--- src/rtl/types.sv ---
`default_nettype none
// ============================================================================
//  Module   : types (package)
//  Purpose  : Shared decode types for the RV32I core: immediate-format
//             selector, major-opcode constants, and the decoded bundle that
//             the decode stage stores and hands to execute.
//  Revision : 1.0 - initial release
// ============================================================================
package types;

  // Immediate format selector consumed by immGen.
  typedef enum logic [2:0] {
    ENUM_IMM_NONE = 3'd0,
    ENUM_IMM_I    = 3'd1,
    ENUM_IMM_S    = 3'd2,
    ENUM_IMM_B    = 3'd3,
    ENUM_IMM_U    = 3'd4,
    ENUM_IMM_J    = 3'd5
  } imm_type_e;

  // RV32I major opcodes (full inst[6:0], including the 2'b11 length bits).
  localparam logic [6:0] OPC_OP_IMM = 7'b0010011;
  localparam logic [6:0] OPC_LOAD   = 7'b0000011;
  localparam logic [6:0] OPC_JALR   = 7'b1100111;
  localparam logic [6:0] OPC_STORE  = 7'b0100011;
  localparam logic [6:0] OPC_BRANCH = 7'b1100011;
  localparam logic [6:0] OPC_LUI    = 7'b0110111;
  localparam logic [6:0] OPC_AUIPC  = 7'b0010111;
  localparam logic [6:0] OPC_JAL    = 7'b1101111;
  localparam logic [6:0] OPC_OP     = 7'b0110011;
  localparam logic [6:0] OPC_FENCE  = 7'b0001111;
  localparam logic [6:0] OPC_SYSTEM = 7'b1110011;

  // Everything execute receives except the valid bit.
  typedef struct packed {
    logic [31:0] pc;
    logic [31:0] imm;
    imm_type_e   imm_type;
    logic [4:0]  rs1;
    logic [4:0]  rs2;
    logic [4:0]  rd;
    logic [2:0]  funct3;
    logic        funct7b5;
    logic [6:0]  opcode;
    logic        reg_we;
    logic        is_load;
    logic        is_store;
    logic        is_branch;
    logic        is_jal;
    logic        is_jalr;
    logic        illegal;
  } id_bundle_t;

endpackage
`default_nettype wire

--- src/rtl/ctrl_decode.sv ---
`default_nettype none
// ============================================================================
//  Module   : ctrl_decode
//  Purpose  : Purely combinational RV32I control decode. Maps an instruction
//             word to an id_bundle_t with register fields, immediate format
//             and class flags. The pc and imm fields are left zero; the
//             enclosing stage fills them.
//  Ports    : inst_i  instruction word
//             dec_o   decoded bundle (pc/imm zero)
//  Config   : ID_ILLEGAL_DETECT_EN - when defined, unknown encodings set
//             dec_o.illegal; otherwise illegal stays 0.
//  Revision : 1.0 - initial release
// ============================================================================
module ctrl_decode
  import types::*;
(
  input  logic [31:0] inst_i,
  output id_bundle_t  dec_o
);

  // funct7 bits other than bit 30 are not needed by this decoder.
  logic [5:0] w_unused_f7;
  assign w_unused_f7 = {inst_i[31], inst_i[29:25]};

  logic w_we;

  always_comb begin
    dec_o          = '0;
    w_we           = 1'b0;
    dec_o.rs1      = inst_i[19:15];
    dec_o.rs2      = inst_i[24:20];
    dec_o.rd       = inst_i[11:7];
    dec_o.funct3   = inst_i[14:12];
    dec_o.funct7b5 = inst_i[30];
    dec_o.opcode   = inst_i[6:0];

    // Every listed opcode ends in 2'b11, so a non-32-bit encoding
    // (inst[1:0] != 2'b11) always falls through to the default arm.
    case (inst_i[6:0])
      OPC_OP_IMM: begin
        dec_o.imm_type = ENUM_IMM_I;
        w_we           = 1'b1;
      end
      OPC_LOAD: begin
        dec_o.imm_type = ENUM_IMM_I;
        w_we           = 1'b1;
        dec_o.is_load  = 1'b1;
      end
      OPC_JALR: begin
        dec_o.imm_type = ENUM_IMM_I;
        w_we           = 1'b1;
        dec_o.is_jalr  = 1'b1;
      end
      OPC_STORE: begin
        dec_o.imm_type = ENUM_IMM_S;
        dec_o.is_store = 1'b1;
      end
      OPC_BRANCH: begin
        dec_o.imm_type  = ENUM_IMM_B;
        dec_o.is_branch = 1'b1;
      end
      OPC_LUI, OPC_AUIPC: begin
        dec_o.imm_type = ENUM_IMM_U;
        w_we           = 1'b1;
      end
      OPC_JAL: begin
        dec_o.imm_type = ENUM_IMM_J;
        w_we           = 1'b1;
        dec_o.is_jal   = 1'b1;
      end
      OPC_OP: begin
        w_we = 1'b1;
      end
      OPC_FENCE, OPC_SYSTEM: begin
        w_we = 1'b0;
      end
      default: begin
`ifdef ID_ILLEGAL_DETECT_EN
        dec_o.illegal = 1'b1;
`else
        w_we = 1'b0;
`endif
      end
    endcase

    // Writes to x0 are architecturally discarded; suppress them here.
    dec_o.reg_we = w_we && (inst_i[11:7] != 5'd0);
  end

endmodule
`default_nettype wire

--- src/rtl/immGen.sv ---
`default_nettype none
// ============================================================================
//  Module   : immGen
//  Purpose  : Forms the sign-extended 32-bit immediate of an RV32I
//             instruction for the selected format; NONE yields zero.
//  Ports    : inst_i      instruction word
//             imm_type_i  immediate format selector
//             imm_o       immediate value
//  Revision : 1.0 - initial release
// ============================================================================
module immGen
  import types::*;
(
  input  logic [31:0] inst_i,
  input  imm_type_e   imm_type_i,
  output logic [31:0] imm_o
);

  // Opcode bits never contribute to an immediate.
  logic [6:0] w_unused_opc;
  assign w_unused_opc = inst_i[6:0];

  always_comb begin
    imm_o = 32'h0;
    case (imm_type_i)
      ENUM_IMM_I: imm_o = {{20{inst_i[31]}}, inst_i[31:20]};
      ENUM_IMM_S: imm_o = {{20{inst_i[31]}}, inst_i[31:25], inst_i[11:7]};
      ENUM_IMM_B: imm_o = {{19{inst_i[31]}}, inst_i[31], inst_i[7],
                           inst_i[30:25], inst_i[11:8], 1'b0};
      ENUM_IMM_U: imm_o = {inst_i[31:12], 12'h000};
      ENUM_IMM_J: imm_o = {{11{inst_i[31]}}, inst_i[31], inst_i[19:12],
                           inst_i[20], inst_i[30:21], 1'b0};
      default:    imm_o = 32'h0;
    endcase
  end

endmodule
`default_nettype wire

--- src/rtl/id_stage.sv ---
`default_nettype none
// ============================================================================
//  Module   : id_stage
//  Purpose  : Registered RV32I instruction-decode stage. Decodes fetched
//             inst/pc pairs and forwards the bundle to execute through a
//             two-entry skid buffer (out + skid), so if_ready is registered
//             and has no combinational path from id_ready.
//  Ports    : clk, rst                 clock, synchronous active-high reset
//             if_valid/if_ready        fetch-side handshake
//             if_inst, if_pc           fetched instruction and address
//             flush                    discard held and incoming work
//             id_valid/id_ready        execute-side handshake
//             id_*                     decoded bundle fields
//  Config   : ID_ILLEGAL_DETECT_EN - drives id_illegal for unknown
//             encodings; id_illegal is constant 0 when undefined.
//  Revision : 1.0 - initial release
// ============================================================================
module id_stage
  import types::*;
#(
  parameter int XLEN = 32
) (
  input  logic            clk,
  input  logic            rst,
  input  logic            if_valid,
  output logic            if_ready,
  input  logic [31:0]     if_inst,
  input  logic [XLEN-1:0] if_pc,
  input  logic            flush,
  output logic            id_valid,
  input  logic            id_ready,
  output logic [XLEN-1:0] id_pc,
  output logic [XLEN-1:0] id_imm,
  output imm_type_e       id_imm_type,
  output logic [4:0]      id_rs1,
  output logic [4:0]      id_rs2,
  output logic [4:0]      id_rd,
  output logic [2:0]      id_funct3,
  output logic            id_funct7b5,
  output logic [6:0]      id_opcode,
  output logic            id_reg_we,
  output logic            id_is_load,
  output logic            id_is_store,
  output logic            id_is_branch,
  output logic            id_is_jal,
  output logic            id_is_jalr,
  output logic            id_illegal
);

  id_bundle_t  w_dec;
  id_bundle_t  w_in;
  logic [31:0] w_imm;

  id_bundle_t  out_q, out_d;
  id_bundle_t  skid_q, skid_d;
  logic        out_valid_q, out_valid_d;
  logic        skid_valid_q, skid_valid_d;

  logic        w_accept;
  logic        w_consume;

  ctrl_decode u_ctrl_decode (
    .inst_i (if_inst),
    .dec_o  (w_dec)
  );

  // Immediate is formed before storage so held entries carry the final value.
  immGen u_immGen (
    .inst_i     (if_inst),
    .imm_type_i (w_dec.imm_type),
    .imm_o      (w_imm)
  );

  always_comb begin
    w_in     = w_dec;
    w_in.pc  = if_pc;
    w_in.imm = w_imm;
  end

  assign if_ready  = !rst && !skid_valid_q;
  assign w_accept  = if_valid && if_ready && !flush;
  assign w_consume = out_valid_q && id_ready;

  always_comb begin
    out_d        = out_q;
    skid_d       = skid_q;
    out_valid_d  = out_valid_q;
    skid_valid_d = skid_valid_q;
    if (flush) begin
      out_valid_d  = 1'b0;
      skid_valid_d = 1'b0;
    end else if (w_consume) begin
      if (skid_valid_q) begin
        // Oldest held entry moves up; a same-cycle accept queues behind it.
        out_d        = skid_q;
        out_valid_d  = 1'b1;
        skid_valid_d = w_accept;
        if (w_accept) begin
          skid_d = w_in;
        end
      end else begin
        out_valid_d = w_accept;
        if (w_accept) begin
          out_d = w_in;
        end
      end
    end else if (w_accept) begin
      if (!out_valid_q) begin
        out_d       = w_in;
        out_valid_d = 1'b1;
      end else begin
        skid_d       = w_in;
        skid_valid_d = 1'b1;
      end
    end
  end

  always_ff @(posedge clk) begin
    if (rst) begin
      out_q        <= '0;
      skid_q       <= '0;
      out_valid_q  <= 1'b0;
      skid_valid_q <= 1'b0;
    end else begin
      out_q        <= out_d;
      skid_q       <= skid_d;
      out_valid_q  <= out_valid_d;
      skid_valid_q <= skid_valid_d;
    end
  end

  assign id_valid     = out_valid_q;
  assign id_pc        = out_q.pc;
  assign id_imm       = out_q.imm;
  assign id_imm_type  = out_q.imm_type;
  assign id_rs1       = out_q.rs1;
  assign id_rs2       = out_q.rs2;
  assign id_rd        = out_q.rd;
  assign id_funct3    = out_q.funct3;
  assign id_funct7b5  = out_q.funct7b5;
  assign id_opcode    = out_q.opcode;
  assign id_reg_we    = out_q.reg_we;
  assign id_is_load   = out_q.is_load;
  assign id_is_store  = out_q.is_store;
  assign id_is_branch = out_q.is_branch;
  assign id_is_jal    = out_q.is_jal;
  assign id_is_jalr   = out_q.is_jalr;
  assign id_illegal   = out_q.illegal;

endmodule
`default_nettype wire

--- config.mk ---
export PLATFORM = sky130hd
export DESIGN_NAME = id_stage
export DESIGN_NICKNAME = d
export VERILOG_FILES = /design/src/rtl/types.sv /design/src/rtl/ctrl_decode.sv /design/src/rtl/immGen.sv /design/src/rtl/id_stage.sv
export SDC_FILE = /design/constraint.sdc
export NUM_CORES = 1
export LEC_CHECK = 0
export ABC_CLOCK_PERIOD_IN_PS = 3360
export BUFFER_PORTS_ARGS = -buffer_cell sky130_fd_sc_hd__buf_2
export CAP_MARGIN = 25
export CORE_UTILIZATION = 43
export CTS_CLUSTER_SIZE = 25
export DETAILED_ROUTE_END_ITERATION = 7
export PLACE_DENSITY = 0.64
export SLEW_MARGIN = 20
export SYNTH_ARGS = -nofsm -noshare
export SYNTH_HDL_FRONTEND = slang
export SYNTH_SLANG_ARGS = --single-unit
--- constraint.sdc ---
create_clock -name clk -period 3.36 [get_ports clk]
set_input_delay 0.672 -clock clk [delete_from_list [all_inputs] [get_ports clk]]
set_output_delay 0.672 -clock clk [all_outputs]
set_load 0.005 [all_outputs]
==> results.sh <==
export IMPL_outcome="finished, final reports clean"
export IMPL_critPathMaxFanout=16
export IMPL_place_congestion=0.836
export IMPL_clock_root_buffer="clkbuf_16"
export IMPL_hold_viol=0
export IMPL_grt_max_degree=72
export IMPL_worst_pin_slew_ns=0.777
export IMPL_drtAntennaViolNets=0
export IMPL_finalCritPeriodShare_pct=81.3
export IMPL_ys_warn_count=0
export IMPL_vias_per_cell=5.43
export IMPL_power_mw=4.83
export IMPL_post_place_ws_ns=0.211
export IMPL_synthTopCellsByCount="nand2_1, dfxtp_1, a21oi_1, nor2_1, a311oi_1"
export IMPL_core_area_um2=18800
export IMPL_vias=7770
export IMPL_cts_resized=0
export IMPL_initial_core_util_pct=44.2
export IMPL_max_slew_margin_pct=48.2
export IMPL_die_h_um=141
export IMPL_fmax_ghz=0.366
export IMPL_finalSetupViolCount=0
export IMPL_syn_nets=1104
export IMPL_yosysUniqueCellTypes=55
export IMPL_cts_tree="yes"
export IMPL_nFillCells=1867
export IMPL_vdd_ir_drop_max_v=0.000385
export IMPL_post_cts_buffers=0
export IMPL_drcViolationCount=0
export IMPL_dieArea_um2=19900
export IMPL_ys_seq_elements=200
export IMPL_tns_ns=0
export IMPL_clockBufferDepth=2
export IMPL_area_delta_synth_final_pct=19.2
export IMPL_portBuffers=169
export IMPL_setup_ws_ns=0.628
export IMPL_syn_avg_cell_area_um2=8.05
export IMPL_overflow=0
export IMPL_cts_max_level=4
export IMPL_startpoint_type="input pin"
export IMPL_syn_cell_area_um2=8330
export IMPL_synth_top_area_share_pct=48.1
export IMPL_wirelength_mm=23.4
export IMPL_slew_viol_final=0
export IMPL_critical_path_class="in2reg"
export IMPL_multiInputGateArea_um2=3930
export IMPL_die_width_um=141
export IMPL_critPathRequiredTime_ns=3.70
export IMPL_track_usage_pct=23.7
export IMPL_rsz0062_at_grt="no"
export IMPL_ys_seq_area_share_pct=48.1
export IMPL_layout_nets=1230
export IMPL_hpwl_mm=15.4
export IMPL_cp_end_kind="flop"
export IMPL_async_reset_ff_share_pct=0
export IMPL_drt_pass1_iterations=6
export IMPL_synthTopCellsByArea="dfxtp_1, nand2_1, a311oi_1, a21oi_1, nor2_1"
export IMPL_clock_sinks=200
export IMPL_antenna_cells=0
export IMPL_fin_skew_ns=0.0158
export IMPL_hold_path_class="reg2reg"
export IMPL_ctsHoldBuffers=0
export IMPL_critPathArrivalTime_ns=3.07
export IMPL_maxCapViolCount=0
export IMPL_cts_buffers=17
export IMPL_synth_edf_count=0
export IMPL_layout_drive_gt1_share_pct=21.2
export IMPL_grt_pass1_vias=6946
export IMPL_regArea_um2=4000
export IMPL_synth_most_common_cell="nand2_1"
export IMPL_avgRoutedWirePerCell_um=16.3
export IMPL_clk_pin_slew_ns=0.07
export IMPL_p_leak_nw=3.82
export IMPL_syn_inst=1034
export IMPL_synth_main_ff_cell="dfxtp_1"
export IMPL_num_io_pins=171
export IMPL_clock_latency_ns=0.44
export IMPL_grt_pass1_wl_mm=37.2
export IMPL_drtIter0Drc=659
export IMPL_antenna_found_initial=1
export IMPL_power_density_nw_per_um2=486
export IMPL_final_core_util_pct=52.7
export IMPL_period_needed_ns=2.73
export IMPL_whs_ns=0.453
export IMPL_rows=50
export IMPL_post_synth_top_area_cell="dfxtp_1"
-- cells by family after synthesis --
kind of cell | share of synthesized area [%]
and+or+nand+nor | 22.6
other | 0.0450
adders and majority gates | 0.150
AOI/OAI and AO/OA | 24.0
buffers and inverters | 5.14
DFF | 48.1
-- state kept, by name (all words and copies together) (netlist names) --
name,flops
id_opcode,7
id_imm,32
id_imm_type,3
id_is_branch,1
id_pc,32
id_is_jalr,1
id_rs1,5
id_is_load,1
id_rs2,5
id_is_jal,1
id_is_store,1
id_rd,5
id_funct7b5,1
id_funct3,3
id_valid,1
skid_q,99
id_reg_we,1
skid_valid_q,1
-- layout make-up --
cell class / instances / share of cell area, %
Sequential cell: 200 / 40.3
Clock inverter: 12 / 1.10
Clock buffer: 19 / 4.56
Timing Repair Buffer: 199 / 11.0
Tap cell: 260 / 3.28
Inverter: 5 / 0.189
Multi-Input combinational cell: 737 / 39.6
-- power breakdown --
group | switching (mW) | leakage [nW] | internal (mW) | total, mW
combinational | 0.233 | 1.94 | 0.146 | 0.379
sequential | 0.0318 | 1.62 | 2.43 | 2.46
clock | 0.979 | 0.268 | 1.01 | 1.99
-- placed cells by master (no fill, tap or decap), drive strengths merged, types with 2 or more instances in the layout --
master      n
o21bai      6
o211ai      3
a22oi       2
nand3      29
a211oi     19
dfxtp     200
nand2     283
a21oi      99
o21ai      31
nor2       95
buf       199
a2111oi     2
inv        11
clkinv      3
o2bb2ai     6
nor3       12
a221oi      6
and2        7
a31oi      11
a21boi     10
clkbuf     19
a311oi     62
nor2b       6
nor4        3
and3        2
o22ai       9
a22o       16
clkinvlp    3
nand2b      4
-- final timing paths --
check | depth (start not counted) | slack, ns | to | start
max reg2reg | 6 | 1.03 | skid_q[6] | skid_valid_q
min reg2reg | 2 | 0.45 | skid_q[83] | skid_q[83]
max | 9 | 0.63 | id_imm[24] | if_inst[6]
min | 2 | 0.45 | skid_q[83] | skid_q[83]
-- worst max-delay path, cell delays in order --
cell and delay [ns]:
buf_2 0.15, or3b_4 0.44, a21o_1 0.23, ha_1 0.28, nor2_1 0.24, o2111ai_4 0.24
nand3_4 0.28, a31oi_2 0.22, a221oi_1 0.32
-- metal layers --
layer	routed length, um	track usage, %
met4	289	6.58
met1	11000	32.5
met3	1250	4.59
met5	0	0
met2	10900	37.8
-- through the flow --
step	instances	area [um2]
2_1_floorplan	1034	8330
3_3_place_gp	1401	9370
3_5_place_dp	1401	9370
4_1_cts	1432	9930
5_1_grt	1432	9930
6_report	1432	9930
(Power assumes the default switching activity.)
